===== config.mk =====
export PLATFORM = sky130hd
export DESIGN_NAME = regfile_rd_sequencer
export DESIGN_NICKNAME = d
export VERILOG_FILES = /design/src/rtl/regfile_rd_sequencer.sv
export SDC_FILE = /design/constraint.sdc
export NUM_CORES = 1
export LEC_CHECK = 0
export ABC_AREA = 0
export CORE_ASPECT_RATIO = 0.6
export CORE_MARGIN = 4
export CORE_UTILIZATION = 46
export CTS_CLUSTER_DIAMETER = 120
export DETAILED_ROUTE_END_ITERATION = 8
export HOLD_SLACK_MARGIN = 0.02
export PLACE_DENSITY = 0.95
export SYNTH_ARGS = -nofsm -noshare
export SYNTH_HDL_FRONTEND = slang
export SYNTH_SLANG_ARGS = --single-unit

===== constraint.sdc =====
create_clock -name clk -period 2.81 [get_ports clk]
set_input_delay 0.562 -clock clk [delete_from_list [all_inputs] [get_ports clk]]
set_output_delay 0.562 -clock clk [all_outputs]
set_load 0.01 [all_outputs]

===== src/rtl/regfile_rd_sequencer.sv =====
// regfile_rd_sequencer: serialises a two-operand read onto one regfile read port, forwarding in-flight writes.
// Optional RFSEQ_SAME_ADDR_SKIP_EN: when ra==rb, skip the second read (IDLE->RD_A->RESP).
module regfile_rd_sequencer #(
  parameter int ADDR_WIDTH = 4,
  parameter int DATA_WIDTH = 16
) (
  input  logic                  clk,
  input  logic                  reset,
  input  logic                  req_valid,
  output logic                  req_ready,
  input  logic [ADDR_WIDTH-1:0] req_ra,
  input  logic [ADDR_WIDTH-1:0] req_rb,
  output logic                  rsp_valid,
  input  logic                  rsp_ready,
  output logic [DATA_WIDTH-1:0] rsp_a,
  output logic [DATA_WIDTH-1:0] rsp_b,
  input  logic                  wb_valid,
  input  logic [ADDR_WIDTH-1:0] wb_adr,
  input  logic [DATA_WIDTH-1:0] wb_data,
  output logic                  rf_we,
  output logic [ADDR_WIDTH-1:0] rf_wadr,
  output logic [DATA_WIDTH-1:0] rf_din,
  output logic [ADDR_WIDTH-1:0] rf_radr,
  input  logic [DATA_WIDTH-1:0] rf_dout
);
  typedef enum logic [1:0] {IDLE, RD_A, RD_B, RESP} state_t;
  state_t state, state_nx;
  logic [ADDR_WIDTH-1:0] ra, rb;
  logic hit_a, hit_b, skip;
  logic [DATA_WIDTH-1:0] fwd_a, fwd_b;
  assign rf_we = wb_valid & reset;
  assign rf_wadr = wb_adr;
  assign rf_din = wb_data;
  assign req_ready = state == IDLE;
  assign rsp_valid = state == RESP;
  assign hit_a = wb_valid && wb_adr == ra;
  assign hit_b = wb_valid && wb_adr == rb;
  // a write committing on the capture edge has not reached rf_dout yet
  assign fwd_a = hit_a ? wb_data : rf_dout;
  assign fwd_b = hit_b ? wb_data : rf_dout;
`ifdef RFSEQ_SAME_ADDR_SKIP_EN
  assign skip = ra == rb;
`else
  assign skip = 1'b0;
`endif
  always_comb begin
    state_nx = state == IDLE ? (req_valid ? RD_A : IDLE) :
               state == RD_A ? (skip ? RESP : RD_B) :
               state == RD_B ? RESP :
               (rsp_ready ? IDLE : RESP);
  end
  always_ff @(posedge clk or negedge reset) begin
    if (!reset) begin
      state <= IDLE;
      ra <= '0;
      rb <= '0;
      rf_radr <= '0;
      rsp_a <= '0;
      rsp_b <= '0;
    end else begin
      state <= state_nx;
      case (state)
        IDLE: if (req_valid) begin
          ra <= req_ra;
          rb <= req_rb;
          rf_radr <= req_ra;
        end
        RD_A: begin
          rsp_a <= fwd_a;
          rf_radr <= rb;
          if (skip) rsp_b <= fwd_a;
        end
        RD_B: begin
          rsp_b <= fwd_b;
          if (hit_a) rsp_a <= wb_data;
        end
        RESP: if (!rsp_ready) begin
          // the handshake edge delivers pre-edge values, so snooping stops there
          if (hit_a) rsp_a <= wb_data;
          if (hit_b) rsp_b <= wb_data;
        end
        default: ;
      endcase
    end
  end
endmodule

==> metrics.md <==
| Metric | Value |
|---|---|
| Outcome | complete, no violations |
| Synth unique cells | 25 |
| Share of cells above drive strength 1 | 20.9% |
| Final nets | 349 |
| Drt via density | 5.42 |
| DR iter-0 viols | 77 |
| ANT cells | 0 |
| Filler cells | 388 |
| Vias in the first global route | 2101 |
| Crit path launch type | input port |
| Syn_nets | roughly 260 |
| RSZ-0062 raised after global routing | false |
| First-pass GRT wire length | 10700 um |
| Required time of the worst setup path | 2.25 ns |
| Nature of the critical path endpoint | output port |
| Cells after synthesis | around 210 |
| Worst slew pin tran | 1.16 ns |
| Maxcap violations | 0 |
| Most used flip-flop cell after synthesis | dfrtp_1 |
| Placed cell count | approximately 360 |
| Number of synthesized flops with an enable pin | 0 |
| Multi-input logic area | between 1000 and 1500 um^2 |
| Met2 Use GR | 31.9% |
| GRT overflow | 0 |
| Die Width | 103 um |
| Final instance area | roughly 3600 um^2 |
| Crit path DAT | 1.78 ns |
| Worst Hold Class | in -> async |
| Cts hold-fix bufs | 0 |
| Register-to-Register Path Depth | 2 |
| Core Area | 5180 um^2 |
| Yosys warnings | 0 |
| Most frequent cells in the layout | 106 x clkdlybuf4s50_1, 46 x dfrtp_1, 30 x mux2_2 |
| Total negative slack | 0 ns |
| Slew HR | 22.6% |
| Most common cell after layout, fill and taps aside | clkdlybuf4s50_1 |
| Drt total wl | between 6000 and 7000 um |
| Final setup fails | 0 |
| Post-route ant nets | 0 |
| Setup Skew | slightly below 0.01 ns |
| DRC errors left | 0 |
| Post-synth ARST share | between 90% and 100% |
| Kind of critical path | in -> out |
| Final min period | 2.34 ns |
| Synthesized area | 2510 um^2 |
| Gp weighted congestion | 0.857 |
| Clock buffer depth | 2 |
| Most used routing layer | met2 |
| Post-CTS setup buffers | 0 |
| Average size of a mapped cell | 11.9 um^2 |
| Final WS setup | 0.467 ns |
| PostCTS Resize Cnt | 0 |
| Initial antenna violation count | 0 |
| Final non-filler cell total | 367 |
| Skew-Pair Late Insertion Delay | 0.30 ns |
| Fmax | 427 MHz |
| DRT Pass-1 Iters | 4 |
| Area growth syn-to-layout | 43.5% |
| GRT Total Usage | around a fifth |
| Row cnt | 20 |
| DP HPWL | roughly 5300 um |
| Grt met1 use | slightly below 30% |
| Pleak | 1.47 nW |
| Worst-path fanout max | 3 |
| H-tree depth | 2 |
| GRT met3 Usage | 6.15% |
| Final worst path period share | 83.4% |
| Seq cells post-synth | 46 |
| Register area | 1150 um^2 |
| DR vias | 1989 |
| Largest net degree at the start of global routing | 47 |
| Placed Area | 3510 um^2 |
| Die height | 65.2 um |
| Routed WL per cell | 18.5 um |
| Final hold viol count | 0 |
| I/O pin count | 108 |
| Clock sinks | 46 |
| Worst-path clk slew | around 0.090 ns |
| Cts bufs inserted | 5 |
| Root buf cell | clkbuf_8 |
| CTS tree | done |
| Sequential area share after synthesis | 45.8% |
| Dpl ws | 0.252 ns |
| P per Cell Area | around 1100 nW/um^2 |
| Port Buffers | approximately 110 |
| Die area | 6750 um^2 |
| Initial core utilization | 48.5% |
| Max IR drop VDD | 0.501 mV |
| Final Max Slew Viols | 0 |
-- power by group --
group	leakage, nW	switching, mW	internal, mW	total, mW
logic	0.893	0.934	1.27	2.20
clock network	0.0447	0.233	0.180	0.413
registers	0.530	0.276	1.00	1.28
-- layer usage --
| metal | part of all wire (%) | up-vias |
|---|---|---|
| met2 | 44 | 79 |
| met4 | 1.2 | 0 |
| li1 | - | 922 |
| met1 | 48 | 980 |
| met3 | 6.8 | 8 |
| met5 | 0 | - |
-- critical path, cell delays in order --
cell and delay (ns):
clkdlybuf4s50_1 0.52, and2_1 0.15, clkdlybuf4s50_1 0.55
-- cells by family (layout without fill, tap and decap cells) --
kind of cell | count (synthesis) | in the layout | synth area share [%]
flops | 46 | 46 | 45.8
xor+xnor | 8 | 8 | 2.79
simple gates | 16 | 16 | 3.69
compound gates | 51 | 51 | 12.4
mux | 56 | 56 | 25.8
buf+inv | 35 | 124 | 9.51
-- through the flow --
step	hold WS (ns)	util [%]	power, mW
6_report	0.373	69.6	3.90
5_1_grt	0.417	69.6	4.14
4_1_cts	0.391	69.6	3.92
3_5_place_dp	0.498	67.8	3.50
3_3_place_gp	0.489	67.8	3.42
2_1_floorplan	0.266	-	2.54
-- synthesized netlist by cell type (3+ instances only) --
master	n	area [um^2]
xnor2_1	8	70.1
and2_1	4	25.0
buf_4	21	158
buf_2	5	25.0
o21ai_0	4	20.0
a21oi_1	21	105
nor2b_1	6	37.5
mux2i_1	16	160
a31oi_1	16	100
mux2_4	10	150
clkbuf_1	4	15.0
buf_6	3	33.8
dfrtp_1	46	1150
a22oi_1	4	30.0
mux2_2	30	338
-- sequential cells by signal (all words and copies together), names as in the netlist --
signal,flops
rsp_b,16
state,2
ra,4
rb,4
rf_radr,4
rsp_a,16
-- path summary, 6_finish.rpt --
kind,startpoint,to,slack [ns]
max,wb_valid,rf_we,0.47
min,reset,rsp_a[11],0.37
max reg2reg,state[0],rsp_a[11],0.77
min reg2reg,rsp_a[4],rsp_a[4],0.52
max in group asynchronous,reset,rsp_a[3],2.05
min in group clk,rsp_a[4],rsp_a[4],0.52
-- final cells by class --
class / count / area share (%)
clock buffer: 5 / 1.91
clock inverter: 3 / 0.694
inverter: 1 / 0.104
multi-input combinational: 131 / 31.5
sequential: 46 / 31.9
tap: 66 / 2.29
timing repair buffer: 115 / 31.6
Power figures use the tool's default switching activity.
